`src/rtl/nibble_add_sequencer.sv`:
```
// Drives a shared 4-bit ripple adder one nibble per clock, LSB first, to add wide operands.
// Optional macro SUB_MODE_EN adds a Sub input that turns the operation into A-B.
module nibble_add_sequencer #(
  parameter int NIBBLES = 4
) (
  input  logic                 Clk,
  input  logic                 Rst_n,
  input  logic                 Start,
`ifdef SUB_MODE_EN
  input  logic                 Sub,
`endif
  input  logic [4*NIBBLES-1:0] OpA,
  input  logic [4*NIBBLES-1:0] OpB,
  input  logic                 CinIn,
  output logic                 Busy,
  output logic                 Done,
  output logic [4*NIBBLES-1:0] Result,
  output logic                 CoutOut,
  output logic [3:0]           AdderX,
  output logic [3:0]           AdderY,
  output logic                 AdderCin,
  input  logic [3:0]           AdderSum,
  input  logic                 AdderCout
);

  localparam int W  = 4 * NIBBLES;
  localparam int IW = $clog2(NIBBLES) + 1;

  typedef enum logic [1:0] {S_IDLE, S_ADD, S_DONE} state_t;

  state_t        r_state, w_next;
  logic [IW-1:0] r_idx;
  logic          r_carry;
  logic [W-1:0]  r_a, r_b, r_result;
  logic          r_cout;

  logic          w_last;
  logic [W-1:0]  w_b_in;
  logic          w_cin_in;
  logic [3:0]    w_a_nib, w_b_nib;

  // Subtraction is A + ~B + 1; the carry out then reads as "no borrow".
`ifdef SUB_MODE_EN
  assign w_b_in   = Sub ? ~OpB : OpB;
  assign w_cin_in = Sub ? 1'b1 : CinIn;
`else
  assign w_b_in   = OpB;
  assign w_cin_in = CinIn;
`endif

  assign w_last  = (r_idx == IW'(NIBBLES - 1));
  assign w_a_nib = 4'(r_a >> {r_idx, 2'b00});
  assign w_b_nib = 4'(r_b >> {r_idx, 2'b00});

  always_comb begin
    w_next   = r_state;
    Busy     = 1'b0;
    Done     = 1'b0;
    AdderX   = 4'h0;
    AdderY   = 4'h0;
    AdderCin = 1'b0;
    case (r_state)
      S_IDLE: if (Start) w_next = S_ADD;
      S_ADD: begin
        Busy     = 1'b1;
        AdderX   = w_a_nib;
        AdderY   = w_b_nib;
        AdderCin = r_carry;
        if (w_last) w_next = S_DONE;
      end
      S_DONE: begin
        Busy   = 1'b1;
        Done   = 1'b1;
        w_next = S_IDLE;
      end
      default: w_next = S_IDLE;
    endcase
  end

  always_ff @(posedge Clk) begin
    if (!Rst_n) begin
      r_state  <= S_IDLE;
      r_idx    <= '0;
      r_carry  <= 1'b0;
      r_a      <= '0;
      r_b      <= '0;
      r_result <= '0;
      r_cout   <= 1'b0;
    end else begin
      r_state <= w_next;
      case (r_state)
        S_IDLE: if (Start) begin
          r_a      <= OpA;
          r_b      <= w_b_in;
          r_carry  <= w_cin_in;
          r_idx    <= '0;
          r_result <= '0;
        end
        S_ADD: begin
          for (int i = 0; i < NIBBLES; i++)
            if (r_idx == IW'(i)) r_result[4*i +: 4] <= AdderSum;
          r_carry <= AdderCout;
          // idx wraps to 0 after the last nibble so it never points past the operand
          if (w_last) begin
            r_idx  <= '0;
            r_cout <= AdderCout;
          end else begin
            r_idx <= r_idx + 1'b1;
          end
        end
        default: ;
      endcase
    end
  end

  assign Result  = r_result;
  assign CoutOut = r_cout;

endmodule

```
`config.mk`:
```
export PLATFORM = sky130hd
export DESIGN_NAME = nibble_add_sequencer
export DESIGN_NICKNAME = d
export VERILOG_FILES = /design/src/rtl/nibble_add_sequencer.sv
export SDC_FILE = /design/constraint.sdc
export NUM_CORES = 1
export LEC_CHECK = 0
export ABC_AREA = 1
export BUFFER_PORTS_ARGS = -buffer_cell sky130_fd_sc_hd__buf_2
export CORE_MARGIN = 3
export CORE_UTILIZATION = 55
export DETAILED_ROUTE_END_ITERATION = 8
export MAX_ROUTING_LAYER = met4
export PLACE_DENSITY = 0.84
export SYNTH_ARGS = -nofsm -noshare
export SYNTH_HDL_FRONTEND = slang
export SYNTH_SLANG_ARGS = --single-unit
```
`constraint.sdc`:
```
create_clock -name Clk -period 4.4 [get_ports Clk]
set_input_delay 0.44 -clock Clk [delete_from_list [all_inputs] [get_ports Clk]]
set_output_delay 0.44 -clock Clk [all_outputs]
set_load 0.05 [all_outputs]
```
# ---- After elaboration in Yosys (flattened, before gate mapping)
# Index checks and enable logic that the tools add are counted.
# W data, S select, Z words.
dict set report totals {
  ff_bits 55
  input_bits 41
  out_inout_bits 28
  elab_cells 54
}
dict set report classes {
  addsub 1
  n_eq_ne 10
  shift 2
  muxes 19
  reduce_logical 12
}
# op n
set op_table {}
lappend op_table {{$pmux W16 S2} 1}
lappend op_table {{$shr A16 B5 Y4} 2}
lappend op_table {{$mux W4} 6}
lappend op_table {{$mux W16} 1}
lappend op_table {{$reduce_and A3 Y1} 4}
lappend op_table {{$ne A2 B2 Y1 const B} 5}
lappend op_table {{$reduce_and A2 Y1} 4}
lappend op_table {{$eq A3 B2 Y1 const B} 2}
lappend op_table {{$mux W3} 2}
lappend op_table {{$pmux W3 S2} 1}
lappend op_table {{$mux W1} 4}
lappend op_table {{$mux W2} 2}
lappend op_table {{$pmux W2 S2} 1}
lappend op_table {{$add A3 B1 Y3 const B} 1}
lappend op_table {{$eq A3 B1 Y1 const B} 1}
lappend op_table {{$logic_not A3 Y1} 1}
lappend op_table {{$eq A2 B1 Y1 const B} 1}
lappend op_table {{$eq A2 B2 Y1 const B} 1}
lappend op_table {{$logic_not A2 Y1} 1}
lappend op_table {{$pmux W1 S2} 1}
lappend op_table {{$reduce_bool A2 Y1} 1}
lappend op_table {{$reduce_or A2 Y1} 1}

# ---- Logic depth before layout (Yosys ltp)
# Gate-level depths: netlist of the first run.
dict set report logic_depth {
  depth_word 3
  depth_mapped 9
  mapped_depth_nobuf 8
}

# ---- Least setup slack after synthesis of the first run
# Ideal clock, no wire load.
dict set report synth_timing {
  path_type {register to output}
  startpoint {register r_idx[0]}
  endpoint {output port AdderX[0]}
  arrival_ps 1609
  t_required_ps 3960
  slack_ps 2351
  path_stages_with_launch 7
  n_path_buf 2
  path_cell_list {dfxtp_1 buf_2 buf_4 nor2_1 nor2_1 nand2_1 a21oi_1}
}
dict set report synth_between {
  elab_chain_len 2
}
# item line_no
set synth_lines {}
lappend synth_lines {{start, declared} 32} ;# logic [IW-1:0] r_idx;
lappend synth_lines {{start signal, assigned} 108} ;# r_idx <= r_idx + 1'b1;
lappend synth_lines {{$shr A16 B5 Y4} 52} ;# assign w_a_nib = 4'(r_a >> {r_idx, 2'b00});
lappend synth_lines {{$mux W4} 62} ;# case (r_state)
lappend synth_lines {{end, declared} 19} ;# output logic [3:0] AdderX,
# No other way between the ends.

# ---- Worst setup path after layout of the first run
dict set report layout_timing {
  startpoint {register r_idx[0]}
  endpoint {output port AdderX[3]}
}
# The elaborated chain is that of the path after synthesis.

==> key figures, run 1 <==
Pwr
  • Max VDD drop: 0.000278 V
  • Cell Pwr Density: 433 mW/mm2
  • Leak pwr: 0.00138 uW
  • Power, Total: 1260 uW

Routing
  • Routed WL: 5.77 mm
  • DR DRC count: 0
  • ANT nets after route: 0
  • DRT iter0 DRCs: 164
  • DR pass1 iterations: 5
  • DR vias: 2,447
  • Via-to-Cell Ratio: 5.18
  • Wire length per cell: 12.2 um

Floorplanning
  • Die Y-Extent: 74.1 um
  • Starting density of the core: 0.578
  • Row count: 24
  • Core area: 0.00441 mm2
  • Ports: 69
  • Die area: 0.00549 mm2
  • DIE WIDTH: 74.1 um

Setup path
  • Critical Path Source Type: flop
  • Crit path required time: 3.96 ns
  • CP max FO: 28
  • CP max stage cell: dfxtp_1
  • Worst path top cell family by delay: flip-flops
  • Worst Setup SP: r_idx[0]
  • Worst reg2reg path depth: 7
  • Slowest stage delay, CP: 0.90 ns
  • Critical path cell sequence: clkinv_1 -> o21ai_0 -> a21oi_1 -> buf_2
  • Worst flop-to-flop path startpoint: r_idx[0]
  • Register-to-register setup slack: 1.94 ns
  • Critical Path AT: 2.42 ns
  • Buf/Inv on CP: 2
  • FF-to-FF End: Result[3]
  • Worst path depth: 4
  • Setup CP Type: reg2out
  • Critical Path End Type: primary output

GRT
  • Initial antenna violation count: 0
  • First-pass GRT wire length: 9.30 mm
  • GR Util All Layers: 0.225
  • Largest net degree at the start of global routing: 54
  • Grt ovf: 0
  • Vias in the first global route: 2,101

Cells and area
  • Layout cells sized above 1: 0.202
  • Nets: 470
  • Layout area overhead: 13.7%
  • Ant. Diodes: 0
  • Fill cells: 433

Placement
  • Buffers on Ports: 68
  • Post-DP HPWL: 4.03 mm
  • Final Wtd Congestion: 0.832

Synth
  • Synthesized area: 0.00255 mm2
  • Synth warn: 0
  • Syn Inst Count: 367
  • Post-synth cell types: 20
  • Sequential area share after synthesis: 0.431
  • Syn Nets: 416
  • #FFs+latches synth: 55
  • Synthesized area per cell: 6.95 um2

Clock network
  • CTS Buf Count: 5
  • Clock slew at reported path FFs: 0.09 ns
  • CTS Hold Bufs: 0
  • Clk root buf: clkbuf_8
  • Worst-Skew Late Latency: 0.30 ns
  • Post-CTS setup buffer count: 0
  • Maximum clock path buffer count: 2
  • TritonCTS clock tree: built
  • Post_cts resized: 0
  • Num Clock Sinks: 55
  • Max H-tree Level: 2

STA
  • Post-route setup TNS: 0 ns
  • Fmax: 350 MHz
  • Period utilization: 0.650
  • Slew Viols, Final: 0
  • Endpoints failing setup: 0
  • Actual slew at the worst max-slew pin: 0.872 ns
  • Endpoints failing hold: 0
  • Skew final: 0.00638 ns
  • Worst relative slew slack: 0.418
  • Min Tclk post-route: 2.86 ns
  • RSZ-0062 raised after global routing: no

Min path
  • Hold crit path type: in2reg
  • WHS Endpoint: CoutOut
  • Hold depth: 3
  • HP Start: AdderCout

Flow run
  • Max_cap viols: 0

Outcome
  • Status: finished clean
[worst min-delay path, cell delays in order]
cell and delay (ns):
buf_2 0.09, nor3_1 0.04, nor2_1 0.08
[cell families after synthesis]
logic type      synth area share
compound gates             0.156
fa+ha+maj                 0.0392
buf+inv                   0.0809
flops                      0.431
simple gates               0.292
[per-layer routing]
layer,vias to the layer above,GRT usage,routed length (um)
met3,6,0.0500,404
li1,1276,-,-
met1,1083,0.281,2510
met2,82,0.359,2780
met4,0,0.0765,78
met5,-,-,0
[cell usage in the layout (no fill, tap or decap), types with 5 or more instances in the layout]
master    count
nor2_1      100
buf_2        68
dfxtp_1      55
nand2_1      54
o21ai_0      37
a21oi_1      36
inv_1        19
nand3_1      18
nand2_2       8
ha_1          8
o21ai_1       5
clkbuf_8      5
[synthesized netlist by cell type, drive strengths merged]
library cell,number,share of area
a21oi,37,0.074
buf,14,0.040
clkbuf,7,0.010
clkinv,1,0.0015
dfxtp,55,0.43
ha,8,0.039
inv,20,0.029
nand2,64,0.11
nand3,18,0.035
nor2,100,0.15
nor3,1,0.0020
o21ai,42,0.082
[registers in the layout, indices dropped and copies added (netlist names)]
register / flops
CoutOut: 1
Result: 16
r_a: 16
r_b: 16
r_carry: 1
r_idx: 3
r_state: 2
[metrics by stage]
stage	util	hold WS (ns)	instance area (um2)	cells	setup slack, ns
after floorplan	-	0.412	2550	367	2.35
after global placement	0.641	0.420	2830	466	1.97
after detailed placement	0.641	0.449	2830	466	1.87
after CTS	0.658	0.377	2900	472	1.53
after global routing	0.658	0.392	2900	472	1.26
final	0.658	0.382	2900	472	1.54
[worst max-delay path by stage]
| stage | endpoint | slack (ns) |
|---|---|---|
| 6_report | AdderX[3] | 1.54 |
| 5_1_grt | AdderX[3] | 1.26 |
| 4_1_cts | AdderX[3] | 1.53 |
| 3_5_place_dp | AdderX[3] | 1.87 |
| 3_3_place_gp | AdderX[3] | 1.97 |
| 2_1_floorplan | AdderX[0] | 2.35 |
[report_power, final]
group	switching, uW	leakage [uW]	internal (uW)
clock	145	0.0000371	107
sequential	37.1	0.000455	557
combinational	294	0.000892	116
total	476	0.00138	779
[cell type report]
class,instances,area [um2],share of cell area
Sequential cell,55,1100,0.379
Timing Repair Buffer,68,340,0.117
Tap cell,52,65.1,0.0224
Inverter,21,78.8,0.0272
Multi-Input combinational cell,270,1240,0.429
Clock buffer,6,72.6,0.0250
No activity file was read; power rests on OpenSTA's default activity.
==> run 2, diff against run 1 <==
ABC_AREA = 0   (was 1)
CORE_UTILIZATION = 47   (was 55)
PLACE_DENSITY = 0.77   (was 0.84)
clock period = 2.4 ns   (was 4.4 ns; I/O delays follow)
==> key figures, run 2 <==
Synth
  • Synth Area in XOR/XNOR: 0.00345
  • Async S/R FF share, synth: 0
  • Synthesized area per cell: 9.44 um2
  • Most frequent cell after synthesis: nand2_1
  • Compound-Gate Fraction of Synth Area: 0.145
  • Syn Nets: 318
  • #FFs+latches synth: 55
  • Synth top cells by count: 84 x nand2_1, 55 x dfxtp_1, 32 x a21boi_0, 17 x mux2i_1, 12 x clkbuf_1
  • Post-synth top area share: 0.434
  • Syn Inst Count: 269
  • Post-synth cell types: 28
  • Mux cell area share after synthesis: 0.147
  • Synthesized-area fraction occupied by adder cells: 0.0394
  • Leading area contributor after synthesis: dfxtp_1
  • Main synth FF type: dfxtp_1
  • Number of synthesized flops with an enable pin: 0
  • Sequential area share after synthesis: 0.434
  • Simple-gate portion of the synthesized area: 0.188
  • Largest family of logic cells by synthesized area: simple AND/OR/NAND/NOR gates
  • Top post-synthesis cells by area: dfxtp_1 43%, nand2_1 12%, a21boi_0 9.5%
  • Synthesized area: 0.00254 mm2
  • Synth warn: 0

STA
  • Min Tclk post-route: 2.17 ns
  • Fmax: 462 MHz
  • Endpoints failing hold: 0
  • RSZ-0062 raised after global routing: no
  • Endpoints failing setup: 0
  • Slew Viols, Final: 0
  • Skew final: 0.00871 ns
  • Setup ws final: 0.234 ns
  • Post-route setup TNS: 0 ns
  • Worst relative slew slack: 0.658
  • Period utilization: 0.902
  • Actual slew at the worst max-slew pin: 0.502 ns

Setup path
  • CP max FO: 10
  • Worst Setup SP: r_state[1]
  • Critical Path Source Type: flop
  • Setup CP Type: reg2out
  • Critical Path AT: 1.93 ns
  • Critical Path End Type: primary output
  • Slowest stage delay, CP: 0.37 ns
  • Critical path cell sequence: inv_1 -> ha_1 -> nand2b_1 -> nor2b_1 -> buf_2
  • Register-to-register setup slack: 0.66 ns
  • Worst reg2reg path depth: 5
  • Worst flop-to-flop path startpoint: r_state[1]
  • CP max stage cell: ha_1
  • CP endpoint: AdderY[1]
  • FF-to-FF End: CoutOut
  • Crit path required time: 2.16 ns

Pwr
  • Leak pwr: 0.00130 uW
  • Max VDD drop: 0.000583 V
  • Cell Pwr Density: 848 mW/mm2

Placement
  • Buffers on Ports: 68
  • Pre-CTS setup slack: 0.538 ns
  • Final Wtd Congestion: 0.818
  • Post-DP HPWL: 3.79 mm

Clock network
  • CTS Hold Bufs: 0
  • TritonCTS clock tree: built
  • CTS Buf Count: 5
  • Post_cts resized: 0
  • Num Clock Sinks: 55
  • Worst-Skew Late Latency: 0.30 ns
  • Clk root buf: clkbuf_8
  • Clock slew at reported path FFs: 0.10 ns
  • Maximum clock path buffer count: 2
  • Max H-tree Level: 2
  • Post-CTS setup buffer count: 0

Floorplanning
  • DIE WIDTH: 79.5 um
  • Core area: 0.00517 mm2
  • Row count: 26
  • Ports: 69
  • Starting density of the core: 0.491
  • Die Y-Extent: 79.5 um
  • Die area: 0.00632 mm2

Cells and area
  • Ant. Diodes: 0
  • Most common cell after layout, fill and taps aside: nand2_1
  • Nets: 383
  • Layout cells sized above 1: 0.290
  • Layout area overhead: 19.1%
  • FF+latch area: 0.00110 mm2
  • Area of the multi-input gates: 0.00133 mm2
  • Highest-count cells in the layout ignoring fill and taps: 84 x nand2_1, 68 x buf_2, 55 x dfxtp_1
  • Fill cells: 468

Routing
  • ANT nets after route: 0
  • Routed WL: 5.27 mm
  • Wire length per cell: 13.0 um
  • DR pass1 iterations: 4
  • DR vias: 1,973
  • DR DRC count: 0
  • Via-to-Cell Ratio: 4.87
  • DRT iter0 DRCs: 62

GRT
  • Vias in the first global route: 1,889
  • GR Util All Layers: 0.177
  • Largest net degree at the start of global routing: 34
  • Initial antenna violation count: 0
  • First-pass GRT wire length: 8.66 mm
  • Grt ovf: 0

Flow run
  • Max_cap viols: 0

Min path
  • Hold crit path type: in2reg

Outcome
  • Status: finished clean
## run 2: kinds of logic (layout without fill, tap and decap cells)
kind of cell | Yosys count | count (layout)
buffers and inverters | 24 | 90
xor gates and xnor gates | 1 | 1
adders and majority gates | 8 | 8
and+or+nand+nor | 110 | 110
muxes | 26 | 26
AOI/OAI and AO/OA | 45 | 45
DFF | 55 | 55
## run 2: how the worst min path moves through the flow
| stage | from | to | cells past startpoint |
|---|---|---|---|
| after floorplan | OpA[0] | r_a[0] | 2 |
| after global placement | Result[1] | Result[1] | 2 |
| after detailed placement | Result[1] | Result[1] | 2 |
| after CTS | OpB[3] | r_b[3] | 3 |
| after global routing | OpA[6] | r_a[6] | 3 |
| final | OpA[15] | r_a[15] | 3 |
## run 2: per-layer routing
metal | up-vias | global-route usage | part of all wire
met3 | 8 | 0.0384 | 0.049
met2 | 54 | 0.275 | 0.48
li1 | 1016 | - | -
met5 | - | - | 0
met4 | 0 | 0.0567 | 0.015
met1 | 895 | 0.232 | 0.46
## run 2: stage by stage
stage	power, uW	hold slack (ns)	instance area [um2]	utilization	instances
6_report	2560	0.173	3020	0.584	405
5_1_grt	2720	0.174	3020	0.584	405
4_1_cts	2590	0.171	3020	0.584	405
3_5_place_dp	2100	0.444	2940	0.568	397
3_3_place_gp	2070	0.443	2940	0.568	397
2_1_floorplan	1880	0.385	2540	-	269
## run 2: where the power goes
part	internal, uW	switching, uW
Sequential	1020	57.0
Combinational	359	625
Clock	205	294
## run 2: cell type report
| type | count | share of cell area |
|---|---|---|
| clock inverters | 2 | 0.00414 |
| clock buffers | 6 | 0.0240 |
| well taps | 70 | 0.0290 |
| repair buffers | 76 | 0.132 |
| flip-flops and latches | 55 | 0.364 |
| multi-input cells | 190 | 0.439 |
| inverters | 6 | 0.00745 |
## run 2: worst max-delay path: cells and delay by family (launching register included)
kind,cells,cell delay [ns]
adders and majority gates,1,0.37
buffers and inverters,2,0.38
DFF,1,0.33
and+or+nand+nor,2,0.54
==> run 3, diff against run 2 <==
CORE_UTILIZATION = 52   (was 47)
PLACE_DENSITY = 0.8   (was 0.77)
clock period = 2.39 ns   (was 2.4 ns; I/O delays follow)
==> key figures, run 3 (synthesis gave the netlist of run 2 again) <==
Routing
  • Routed met3 length: 263 um
  • Max layer used: met4
  • DR vias: 2,026
  • DR pass1 iterations: 4
  • Metal-1 WL: 2.49 mm
  • ANT nets after route: 0
  • Met2 routed WL: 2.56 mm
  • Via-to-Cell Ratio: 5.07
  • DR DRC count: 0
  • DRT iter0 DRCs: 58
  • Routed WL: 5.38 mm
  • Wire length per cell: 13.4 um

Setup path
  • Crit path required time: 2.15 ns
  • Slowest stage delay, CP: 0.50 ns
  • Critical path cell sequence: buf_4 -> mux4_2 -> nor2b_1 -> buf_2
  • Critical Path AT: 1.92 ns
  • Worst path top cell family by delay: flip-flops
  • CP max FO: 7
  • Critical Path Source Type: flop
  • Setup CP Type: reg2out
  • CP max stage cell: dfxtp_1
  • Critical Path End Type: primary output
  • Buf/Inv on CP: 2
  • Register-to-register setup slack: 0.67 ns

GRT
  • Initial antenna violation count: 0
  • First-pass GRT wire length: 8.75 mm
  • GR Util All Layers: 0.207
  • Largest net degree at the start of global routing: 33
  • Vias in the first global route: 1,950
  • Grt ovf: 0

Cells and area
  • Most common cell after layout, fill and taps aside: nand2_1
  • Non-Filler Instances: 400
  • Layout area overhead: 18.9%
  • Highest-count cells in the layout ignoring fill and taps: 84 x nand2_1, 68 x buf_2, 55 x dfxtp_1
  • Ant. Diodes: 0
  • Nets: 383
  • Layout cells sized above 1: 0.293

Floorplanning
  • DIE WIDTH: 75.9 um
  • Die area: 0.00576 mm2
  • Ports: 69
  • Core area: 0.00453 mm2
  • Starting density of the core: 0.560
  • Die Y-Extent: 75.9 um
  • Row count: 24

Pwr
  • Max VDD drop: 0.000500 V
  • Leak pwr: 0.00131 uW
  • Cell Pwr Density: 857 mW/mm2

Flow run
  • Max_cap viols: 0

STA
  • Post-route setup TNS: 0 ns
  • Worst relative slew slack: 0.669
  • RSZ-0062 raised after global routing: no
  • Endpoints failing setup: 0
  • Skew final: 0.00927 ns
  • Period utilization: 0.903
  • Fmax: 463 MHz
  • Actual slew at the worst max-slew pin: 0.487 ns
  • Slew Viols, Final: 0
  • Endpoints failing hold: 0
  • Min Tclk post-route: 2.16 ns
  • Worst hold slack: 0.170 ns

Clock network
  • Clk root buf: clkbuf_8
  • Post_cts resized: 0
  • Maximum clock path buffer count: 2
  • CTS Buf Count: 5
  • Clock slew at reported path FFs: 0.10 ns
  • TritonCTS clock tree: built
  • Num Clock Sinks: 55
  • CTS Hold Bufs: 0
  • Post-CTS setup buffer count: 0
  • Max H-tree Level: 2
  • Worst-Skew Late Latency: 0.31 ns

Placement
  • Post-DP HPWL: 3.96 mm
  • Buffers on Ports: 68
  • Final Wtd Congestion: 0.815
  • Dpl cells: 392

Min path
  • Hold crit path type: in2reg

Outcome
  • Status: finished clean
-- run 3: per-stage QoR --
| step | instance area (um2) | setup slack [ns] | power [uW] | util |
|---|---|---|---|---|
| after global placement | 2930 | 0.580 | 2080 | 0.647 |
| after detailed placement | 2930 | 0.540 | 2100 | 0.647 |
| after CTS | 3020 | 0.189 | 2610 | 0.666 |
| after floorplan | 2540 | 0.543 | 1890 | - |
| after global routing | 3020 | 0.0478 | 2730 | 0.666 |
| final | 3020 | 0.231 | 2590 | 0.666 |
-- run 3: area by class of cell --
class	count	area [um2]
flip-flops and latches	55	1100
well taps	65	81.3
clock buffers	5	68.8
inverters	6	22.5
multi-input cells	190	1330
clock inverters	3	18.8
fillers	369	1520
repair buffers	76	400
-- run 3: layer usage --
metal  up-vias  global-route usage
met5         -                   -
met4         0              0.0699
met3         6              0.0488
met2        56               0.337
met1       942               0.252
li1       1022                   -
-- run 3: final timing paths --
path / start / to / cells past startpoint
worst max-delay path: r_idx[0] / AdderY[2] / 4
worst min-delay path: OpA[2] / r_a[2] / 3
worst max register to register: r_state[1] / CoutOut / 5
worst min register to register: Result[5] / Result[5] / 2
-- run 3: power by group --
part	total, uW	internal [uW]	switching, uW
Sequential	1100	1030	71.1
Clock	514	207	307
Combinational	973	358	615
Total	2590	1590	993
-- run 3: worst min-delay path, stage by stage --
cell and delay [ns]:
buf_2 0.10, nand2_1 0.04, a21boi_0 0.06
